`config.mk`:
```
export PLATFORM = sky130hd
export DESIGN_NAME = word_gen_range_conf
export DESIGN_NICKNAME = d
export VERILOG_FILES = /design/src/rtl/word_gen_conf_pkg.sv /design/src/rtl/word_gen_range_conf.sv
export SDC_FILE = /design/constraint.sdc
export NUM_CORES = 1
export LEC_CHECK = 0
export CORE_ASPECT_RATIO = 0.9
export CORE_MARGIN = 2
export CORE_UTILIZATION = 41
export CTS_BUF_LIST = sky130_fd_sc_hd__clkbuf_2 sky130_fd_sc_hd__clkbuf_4 sky130_fd_sc_hd__clkbuf_8
export CTS_CLUSTER_SIZE = 14
export DETAILED_ROUTE_END_ITERATION = 12
export DONT_BUFFER_PORTS = 1
export PLACE_DENSITY_LB_ADDON = 0.08
export SETUP_SLACK_MARGIN = 0.4
export SYNTH_ARGS = -nofsm -noshare
export SYNTH_HDL_FRONTEND = slang
export SYNTH_SLANG_ARGS = --single-unit
```
`constraint.sdc`:
```
create_clock -name CLK -period 3.1 [get_ports CLK]
set_clock_uncertainty 0.2 [all_clocks]
set_input_delay 0.465 -clock CLK [delete_from_list [all_inputs] [get_ports CLK]]
set_output_delay 0.465 -clock CLK [all_outputs]
set_load 0.02 [all_outputs]
```
`src/rtl/word_gen_conf_pkg.sv`:
```
// Shared definitions for the word generator range configuration writer:
// FSM encoding, default terminator byte and small index/size helpers.
package word_gen_conf_pkg;

    typedef enum logic [2:0] {
        ST_IDLE       = 3'd0,
        ST_RD_NRANGES = 3'd1,
        ST_RD_NUM     = 3'd2,
        ST_RD_CHARS   = 3'd3,
        ST_RD_TERM    = 3'd4,
        ST_CLEAR      = 3'd5,
        ST_FIN        = 3'd6,
        ST_ERR        = 3'd7
    } conf_state_t;

    // End-of-stream marker that must follow the last range definition.
    localparam logic [7:0] TERM_BYTE_DEF = 8'hBB;

    // Widest one-hot vector the helper can build; RANGES_MAX must not exceed it.
    localparam int unsigned ONEHOT_W   = 32'd32;
    localparam logic [7:0]  ONEHOT_W_B = 8'd32;

    // 7-bit chars allow every code 0..127 in one range; 8-bit chars are capped
    // by the 8-bit N field at 255.
    function automatic int unsigned chars_number_max(input int unsigned char_bits);
        int unsigned n;
        if (char_bits == 32'd7) begin
            n = 32'd128;
        end else begin
            n = 32'd255;
        end
        return n;
    endfunction

    // One-hot decode of a range index; out-of-range indices give all zeros.
    function automatic logic [ONEHOT_W-1:0] onehot(input logic [7:0] idx);
        logic [ONEHOT_W-1:0] v;
        v = '0;
        if (idx < ONEHOT_W_B) begin
            v[idx[4:0]] = 1'b1;
        end else begin
            v = '0;
        end
        return v;
    endfunction

endpackage

```
`src/rtl/word_gen_range_conf.sv`:
```
// Configuration writer for the per-position character ranges of the word
// generator. Parses R, then (N, N chars) per range, then the terminator, and
// turns each byte into a registered write strobe. Positions beyond R are
// explicitly loaded as empty so no range from an earlier pass survives.
module word_gen_range_conf
    import word_gen_conf_pkg::*;
#(
    parameter int unsigned CHAR_BITS        = 32'd7,
    parameter int unsigned CHARS_NUMBER_MAX = chars_number_max(CHAR_BITS),
    parameter int unsigned RANGES_MAX       = 32'd16,
    parameter logic [7:0]  TERM_BYTE        = TERM_BYTE_DEF
)(
    input  logic                  CLK,
    input  logic                  rst_n,
    input  logic [7:0]            din,
    input  logic                  empty,
    output logic                  rd_en,
    input  logic                  start,
    output logic [RANGES_MAX-1:0] range_sel,
    output logic                  conf_en_num_chars,
    output logic                  num_chars_eq0,
    output logic                  num_chars_lt2,
    output logic                  conf_en_chars,
    output logic [CHAR_BITS-1:0]  conf_char_addr,
    output logic [CHAR_BITS-1:0]  conf_dout,
    output logic                  pre_end_char,
    output logic                  busy,
    output logic                  done,
    output logic                  error
);

    // Index counter must be able to hold RANGES_MAX itself (latched R).
    localparam int unsigned    IW        = $clog2(RANGES_MAX + 32'd1);
    localparam logic [IW-1:0]  RMAX_I    = IW'(RANGES_MAX);
    localparam logic [IW-1:0]  RLAST_I   = IW'(RANGES_MAX - 32'd1);
    localparam logic [IW-1:0]  ONE_I     = IW'(32'd1);
    localparam logic [7:0]     RMAX_B    = 8'(RANGES_MAX);
    localparam logic [8:0]     NMAX9     = 9'(CHARS_NUMBER_MAX);
    localparam bit             CHECK_MSB = (CHAR_BITS == 32'd7);

    conf_state_t           state_r, state_s;
    logic [IW-1:0]         nranges_r, nranges_s;
    logic [IW-1:0]         idx_r, idx_s;
    logic [7:0]            nchars_r, nchars_s;
    logic [7:0]            char_cnt_r, char_cnt_s;

    logic [RANGES_MAX-1:0] range_sel_r, range_sel_s;
    logic                  en_num_r, en_num_s;
    logic                  eq0_r, eq0_s;
    logic                  lt2_r, lt2_s;
    logic                  en_chars_r, en_chars_s;
    logic [CHAR_BITS-1:0]  addr_r, addr_s;
    logic [CHAR_BITS-1:0]  dout_r, dout_s;
    logic                  pre_r, pre_s;
    logic                  busy_r, busy_s;
    logic                  done_r, done_s;
    logic                  error_r, error_s;

    logic                  rd_s;
    logic [RANGES_MAX-1:0] cur_sel_s;
    logic                  last_range_s;
    logic                  last_char_s;
    logic                  pre_char_s;

    // FIFO read strobe: only the parsing states pull bytes, and only when one is available.
    always_comb begin
        rd_s = 1'b0;
        case (state_r)
            ST_RD_NRANGES, ST_RD_NUM, ST_RD_CHARS, ST_RD_TERM: rd_s = ~empty;
            default:                                           rd_s = 1'b0;
        endcase
    end

    assign rd_en = rd_s;

    // Position decode and end-of-range / end-of-stream conditions; 9-bit sums keep N-2 from underflowing.
    always_comb begin
        cur_sel_s    = RANGES_MAX'(onehot(8'(idx_r)));
        last_range_s = ((idx_r + ONE_I) == nranges_r);
        last_char_s  = (({1'b0, char_cnt_r} + 9'd1) == {1'b0, nchars_r});
        pre_char_s   = (({1'b0, char_cnt_r} + 9'd2) == {1'b0, nchars_r});
    end

    // Next-state and next-output logic; every strobe is produced here and registered below.
    always_comb begin
        state_s     = state_r;
        nranges_s   = nranges_r;
        idx_s       = idx_r;
        nchars_s    = nchars_r;
        char_cnt_s  = char_cnt_r;
        range_sel_s = '0;
        en_num_s    = 1'b0;
        eq0_s       = 1'b0;
        lt2_s       = 1'b0;
        en_chars_s  = 1'b0;
        addr_s      = '0;
        dout_s      = '0;
        pre_s       = 1'b0;
        busy_s      = busy_r;
        done_s      = 1'b0;
        error_s     = error_r;

        case (state_r)
            ST_IDLE, ST_ERR: begin
                if (start) begin
                    state_s = ST_RD_NRANGES;
                    error_s = 1'b0;
                    busy_s  = 1'b1;
                end else begin
                    state_s = state_r;
                end
            end

            ST_RD_NRANGES: begin
                if (!rd_s) begin
                    state_s = state_r;
                end else if ((din == 8'd0) || (din > RMAX_B)) begin
                    state_s = ST_ERR;
                    error_s = 1'b1;
                    busy_s  = 1'b0;
                end else begin
                    nranges_s = din[IW-1:0];
                    idx_s     = '0;
                    state_s   = ST_RD_NUM;
                end
            end

            ST_RD_NUM: begin
                if (!rd_s) begin
                    state_s = state_r;
                end else if ({1'b0, din} > NMAX9) begin
                    state_s = ST_ERR;
                    error_s = 1'b1;
                    busy_s  = 1'b0;
                end else begin
                    en_num_s    = 1'b1;
                    range_sel_s = cur_sel_s;
                    eq0_s       = (din == 8'd0);
                    lt2_s       = (din < 8'd2);
                    nchars_s    = din;
                    if (din != 8'd0) begin
                        char_cnt_s = 8'd0;
                        state_s    = ST_RD_CHARS;
                    end else if (last_range_s) begin
                        state_s = ST_RD_TERM;
                    end else begin
                        idx_s   = idx_r + ONE_I;
                        state_s = ST_RD_NUM;
                    end
                end
            end

            ST_RD_CHARS: begin
                if (!rd_s) begin
                    state_s = state_r;
                end else if (CHECK_MSB && din[7]) begin
                    state_s = ST_ERR;
                    error_s = 1'b1;
                    busy_s  = 1'b0;
                end else begin
                    en_chars_s  = 1'b1;
                    range_sel_s = cur_sel_s;
                    addr_s      = char_cnt_r[CHAR_BITS-1:0];
                    dout_s      = din[CHAR_BITS-1:0];
                    pre_s       = pre_char_s;
                    if (!last_char_s) begin
                        char_cnt_s = char_cnt_r + 8'd1;
                    end else if (last_range_s) begin
                        state_s = ST_RD_TERM;
                    end else begin
                        idx_s   = idx_r + ONE_I;
                        state_s = ST_RD_NUM;
                    end
                end
            end

            ST_RD_TERM: begin
                if (!rd_s) begin
                    state_s = state_r;
                end else if (din != TERM_BYTE) begin
                    state_s = ST_ERR;
                    error_s = 1'b1;
                    busy_s  = 1'b0;
                end else if (nranges_r == RMAX_I) begin
                    state_s = ST_FIN;
                end else begin
                    idx_s   = nranges_r;
                    state_s = ST_CLEAR;
                end
            end

            ST_CLEAR: begin
                en_num_s    = 1'b1;
                eq0_s       = 1'b1;
                lt2_s       = 1'b1;
                range_sel_s = cur_sel_s;
                if (idx_r == RLAST_I) begin
                    state_s = ST_FIN;
                end else begin
                    idx_s = idx_r + ONE_I;
                end
            end

            ST_FIN: begin
                done_s  = 1'b1;
                busy_s  = 1'b0;
                state_s = ST_IDLE;
            end

            default: begin
                state_s = ST_IDLE;
                busy_s  = 1'b0;
            end
        endcase
    end

    // Parser state and counters; async reset abandons any pass in flight.
    always_ff @(posedge CLK or negedge rst_n) begin
        if (!rst_n) begin
            state_r    <= ST_IDLE;
            nranges_r  <= '0;
            idx_r      <= '0;
            nchars_r   <= 8'd0;
            char_cnt_r <= 8'd0;
        end else begin
            state_r    <= state_s;
            nranges_r  <= nranges_s;
            idx_r      <= idx_s;
            nchars_r   <= nchars_s;
            char_cnt_r <= char_cnt_s;
        end
    end

    // Output registers: strobes land one cycle after the edge that consumed their byte.
    always_ff @(posedge CLK or negedge rst_n) begin
        if (!rst_n) begin
            range_sel_r <= '0;
            en_num_r    <= 1'b0;
            eq0_r       <= 1'b0;
            lt2_r       <= 1'b0;
            en_chars_r  <= 1'b0;
            addr_r      <= '0;
            dout_r      <= '0;
            pre_r       <= 1'b0;
            busy_r      <= 1'b0;
            done_r      <= 1'b0;
            error_r     <= 1'b0;
        end else begin
            range_sel_r <= range_sel_s;
            en_num_r    <= en_num_s;
            eq0_r       <= eq0_s;
            lt2_r       <= lt2_s;
            en_chars_r  <= en_chars_s;
            addr_r      <= addr_s;
            dout_r      <= dout_s;
            pre_r       <= pre_s;
            busy_r      <= busy_s;
            done_r      <= done_s;
            error_r     <= error_s;
        end
    end

    assign range_sel         = range_sel_r;
    assign conf_en_num_chars = en_num_r;
    assign num_chars_eq0     = eq0_r;
    assign num_chars_lt2     = lt2_r;
    assign conf_en_chars     = en_chars_r;
    assign conf_char_addr    = addr_r;
    assign conf_dout         = dout_r;
    assign pre_end_char      = pre_r;
    assign busy              = busy_r;
    assign done              = done_r;
    assign error             = error_r;

endmodule

```
# Word level (Yosys, flattened, before mapping)
# Index checks and enable logic that the tools add are counted.
[classes]
n_reduce_logical = 18
shifts = 0
magnitude_cmp = 5
n_eq_ne = 34
muxes = 86
bitwise_logic = 3
mul = 0
addsub = 4
div = 0
[ops]
columns = ["cell", "n"]
rows = [
  ["2-to-1 mux 5 bit", 13],
  ["2-to-1 mux 16 bit", 4],
  ["2-to-1 mux 8 bit", 6],
  ["one-hot mux 16 bit (3 select lines)", 1],
  ["2-to-1 mux 7 bit", 6],
  ["inequality test 2 bit (second input constant)", 20],
  ["2-to-1 mux 3 bit", 12],
  ["2-to-1 mux 1 bit", 33],
  ["one-hot mux 5 bit (5 select lines)", 1],
  ["one-hot mux 3 bit (7 select lines)", 1],
  ["AND reduction 10 bit", 2],
  ["== test 9 x 8 -> 1 bit", 2],
  ["one-hot mux 8 bit (2 select lines)", 1],
  ["AND reduction 7 bit", 2],
  ["AND reduction 13 bit", 1],
  ["== test 3 bit (second input constant)", 4],
  ["nonzero test 5 bit", 2],
  ["adder 8 x 1 -> 9 bit (second input constant)", 1],
  ["adder 8 x 2 -> 9 bit (second input constant)", 1],
  ["adder 8 x 1 -> 8 bit (second input constant)", 1],
  ["greater-than comparator 8 x 5 -> 1 bit (second input constant)", 1],
  ["greater-than comparator 8 bit (second input constant)", 1],
  ["zero test 8 bit", 1],
  ["< comparator 8 x 2 -> 1 bit (second input constant)", 1],
  ["25 further kinds", 32],
]
[totals]
reg_bits = 67
n_memories = 0
romBits = 0
input_bits = 12
wordCells = 166
ramBits = 0
latchBits = 0

# Longest topological paths before layout
[logic_depth]
word_depth = 7
ltp_mapped = 10

# Worst setup path before layout
# No wires, ideal clock.
[synth_path]
path_type = "input-to-reg"
from = "input din[0]"
to = "register idx_r[2]"
n_path_buf = 2
setup_slack_ns = 0.438
arrival_ns = 2.335
path_stages = 8
cell_sequence = "or4_1 -> buf_2 -> nor3_4 -> nor3_2 -> a211o_1 -> and4bb_1 -> buf_4 -> mux2_1"
[synth_between]
elab_chain_cells = 4
[synth_rtl]
columns = ["element", "line", "text"]
rows = [
  ["start: declaration", "word_gen_range_conf.sv:15", "input logic [7:0] din,"],
  ["greater-than comparator 8 x 5 -> 1 bit / zero test 8 bit (equally long branches)", "word_gen_range_conf.sv:117", "end else if ((din == 8'd0) || (din > RMAX_B)) begin"],
  ["logical OR 1 bit", "word_gen_range_conf.sv:117", ""],
  ["inequality test 2 bit (no source line)", "-", ""],
  ["AND reduction 13 bit (no source line) *", "-", ""],
  ["end signal: assignment", "word_gen_range_conf.sv:228", "idx_r <= idx_s;"],
  ["end: declaration", "word_gen_range_conf.sv:43", "logic [IW-1:0] idx_r, idx_s;"],
]
# Mark *: on every way between the ends. The rest lies on a longest branch, timed or not.
# A chain may end at the register's enable or synchronous reset.

# Worst setup path after layout
[layout_path]
from = "register char_cnt_r[1]"
to = "register idx_r[3]"
[layout_between]
elab_chain_cells = 4
[layout_rtl]
columns = ["element", "line", "text"]
rows = [
  ["start: declaration", "word_gen_range_conf.sv:45", "logic [7:0] char_cnt_r, char_cnt_s;"],
  ["start signal: assignment", "word_gen_range_conf.sv:230", "char_cnt_r <= char_cnt_s;"],
  ["adder 8 x 1 -> 9 bit", "word_gen_range_conf.sv:80", "last_char_s = (({1'b0, char_cnt_r} + 9'd1) == {1'b0, nchars_r});"],
  ["== test 9 x 8 -> 1 bit", "word_gen_range_conf.sv:80", ""],
  ["inequality test 2 bit (no source line)", "-", ""],
  ["AND reduction 13 bit (no source line)", "-", ""],
]
# Every way passes these cells.

==> run metrics <==
outcome finished, final reports clean; R2R Setup Slk ~0.55 ns; CTS tree done; Site Rows 32; GRT overflow 0; Net Sw Frac 39.1%; via count 2719; combinational share of power 40.7%; MaxCap Viol Count 0; core area 8450 µm²; initial antenna violation count 0; Num CTS Buffers 9; vias in the first global route 2532; 1st-pass router iterations 4; Chip Height 91.9 µm; cell count after synthesis 353; worst path arrival time 2.58 ns; fin crit share 82.2%; Post-Syn Nets between 300 and 400; synthesis-to-finish area growth 14.5%; HP Class primary input to flop; Final Slew Violations 0; Port-buffer cells 0; f_max 393 MHz; share of the synthesized area in the top cell type between 40% and 50%; gpl congestion 0.845; Max-slew headroom 55.1%; Post-synth top cells 67 x dfrtp_1, 31 x nor2_1, 28 x nand2_1, 18 x clkbuf_1, 17 x o21ai_0; RSZ-0062 raised after global routing false; later-pin clock latency in the skew report 0.35 ns; Avg Vias per Cell 5.61; ys async rst share 100%; I/O pin count 51; fraction of layout instances using a drive strength above 1 17.5%; largest net degree at the start of global routing 68; Clock power frac 23.1%; CTS Root Cell clkbuf_8; Crit. End Element flop; fin nets 381; crit path max fanout 6; ANT cells 0; CP required 3.13 ns; area leader, netlist dfrtp_1; drt drc 0; Final Non-Filler Cells between 400 and 500; initial DRC count 228; P_leak 1.76 nW; Final setup violation count 0; VDD IR-drop max 345 µV; TNS Setup 0 ns; Worst-Margin Slew ~0.67 ns; count of clock tree sinks 67; Final ANT Viol Nets 0; H-Tree Depth 3; Cell Pwr Density around 900 nW/µm²; Mapped Area ~3500 µm²; DR WL/cell about 18 µm; critical path class flop to flop; switching pwr 1.42 mW; Placed Instances 465; #FFs+latches synth 67; sequential area share after synthesis 47.7%; Post-synth top flop dfrtp_1; count leader, synth dfrtp_1; Synth area leaders dfrtp_1 48%, mux2_2 4.5%, nor2_1 3.3%; final number of hold-violating endpoints 0; Die W slightly above 100 µm; Fill cells 780; Cell variety after synth 56; Final min period 2.55 ns; internal power 2.20 mW; WL final 8.72 mm; clock-pin slew on the worst setup and hold paths 0.08 ns; clk buf depth 2; die area 9330 µm²; sequential share of power between 30 and 40%; post-DP HPWL 6.20 mm; Syn Area/Cell 9.96 µm²; YS warnings 0; GRT Overall Usage 19.9%; Initial Util 41.6%; Post-synth EDFFs 0; startpoint types flop; first-pass GRT wire length 14.2 mm
sequential cells by signal, summed over array words and instances (netlist names), 3 cells and up:
| name | cells |
|---|---|
| nranges_r | 5 |
| conf_dout | 7 |
| conf_char_addr | 7 |
| nchars_r | 8 |
| state_r | 3 |
| range_sel | 16 |
| idx_r | 5 |
| char_cnt_r | 8 |
cell type report:
class | count | area, µm² | share of cell area (%)
Clock buffer | 10 | 138 | 3.42
Tap cell | 119 | 149 | 3.70
Timing Repair Buffer | 21 | 180 | 4.47
Inverter | 8 | 30.0 | 0.746
Clock inverter | 5 | 85.1 | 2.11
Multi-Input combinational cell | 255 | 1760 | 43.8
Sequential cell | 67 | 1680 | 41.8
layout by cell type, fill, tap and decap left out, types with 4 or more instances in the layout:
cell	n
nor3_1	9
buf_4	19
and3_1	4
o21ai_0	17
clkbuf_8	10
xor2_1	13
dfrtp_2	4
o31ai_1	12
nand4_1	5
nand3_1	11
xnor2_1	7
nand2b_1	5
nor2_1	31
ha_1	4
and2_1	16
o22ai_1	8
a21oi_1	4
dfrtp_1	63
inv_1	8
nand2_1	28
mux2_2	14
per-stage QoR:
stage          setup WS (ns)  utilization (%)  hold slack [ns]  power (mW)  cell area (µm²)
5_1_grt                0.417             47.7           0.0131        3.88             4030
3_3_place_gp           0.266             43.8          -0.0294        2.70             3700
3_5_place_dp           0.244             43.8          -0.0291        2.69             3700
6_report               0.553             47.7           0.0395        3.62             4030
4_1_cts                0.423             47.0           0.0163        3.59             3970
2_1_floorplan          0.438                -          -0.0306        2.31             3520
power groups by stage:
| stage | Clock (mW) | Sequential [mW] | Combinational, mW |
|---|---|---|---|
| 2_1_floorplan | 0 | 1.23 | 1.07 |
| 3_3_place_gp | 0 | 1.33 | 1.37 |
| 3_5_place_dp | 0 | 1.33 | 1.36 |
| 4_1_cts | 0.862 | 1.32 | 1.41 |
| 5_1_grt | 0.903 | 1.34 | 1.64 |
| 6_report | 0.835 | 1.31 | 1.48 |
layer usage:
layer  GRT usage, %  vias up  part of all wire [%]
li1               -     1281                     -
met1           31.3     1323                    49
met2           26.2      109                    41
met3           5.56        6                   9.4
met4           5.74        0                  0.89
met5              0        -                     0
worst max-delay path, stage by stage, from the launching register on:
cell and delay [ns]:
dfrtp_2 0.42, ha_2 0.26, nand3_1 0.15, nor3_1 0.26, o2111ai_2 0.20, o31ai_2 0.28, and4bb_4 0.34, mux2_1 0.33
timing repair:
action / 4_1_cts / 5_1_grt
setup endpoints to repair: 4 / 12
hold buffers: 2 / 0
endpoints found under the hold margin: 67 / 0
setup buffers: 1 / 2
gates resized for setup: 3 / 10
pin swaps: 1 / 1
final timing paths:
| check | startpoint | end | depth (start not counted) |
|---|---|---|---|
| worst max-delay path | char_cnt_r[1]$_DFFE_PN0P_ | idx_r[3]$_DFFE_PN0P_ | 7 |
| worst max register to register | char_cnt_r[1]$_DFFE_PN0P_ | idx_r[3]$_DFFE_PN0P_ | 7 |
| worst min register to register | nchars_r[3]$_DFFE_PN0P_ | nchars_r[3]$_DFFE_PN0P_ | 1 |
| max in group asynchronous | rst_n | char_cnt_r[1]$_DFFE_PN0P_ | 2 |
| worst min-delay path | din[2] | conf_dout[2]$_DFF_PN0_ | 1 |
| min in group asynchronous | rst_n | conf_en_chars$_DFF_PN0_ | 2 |
cell families after synthesis:
family                     synth area share [%]
adders and majority gates                  2.49
AOI/OAI and AO/OA                          14.1
muxes                                      6.30
and+or+nand+nor                            20.1
xor gates and xnor gates                   5.91
DFF                                        47.7
buffers and inverters                      3.49
(Power assumes the default switching activity.)
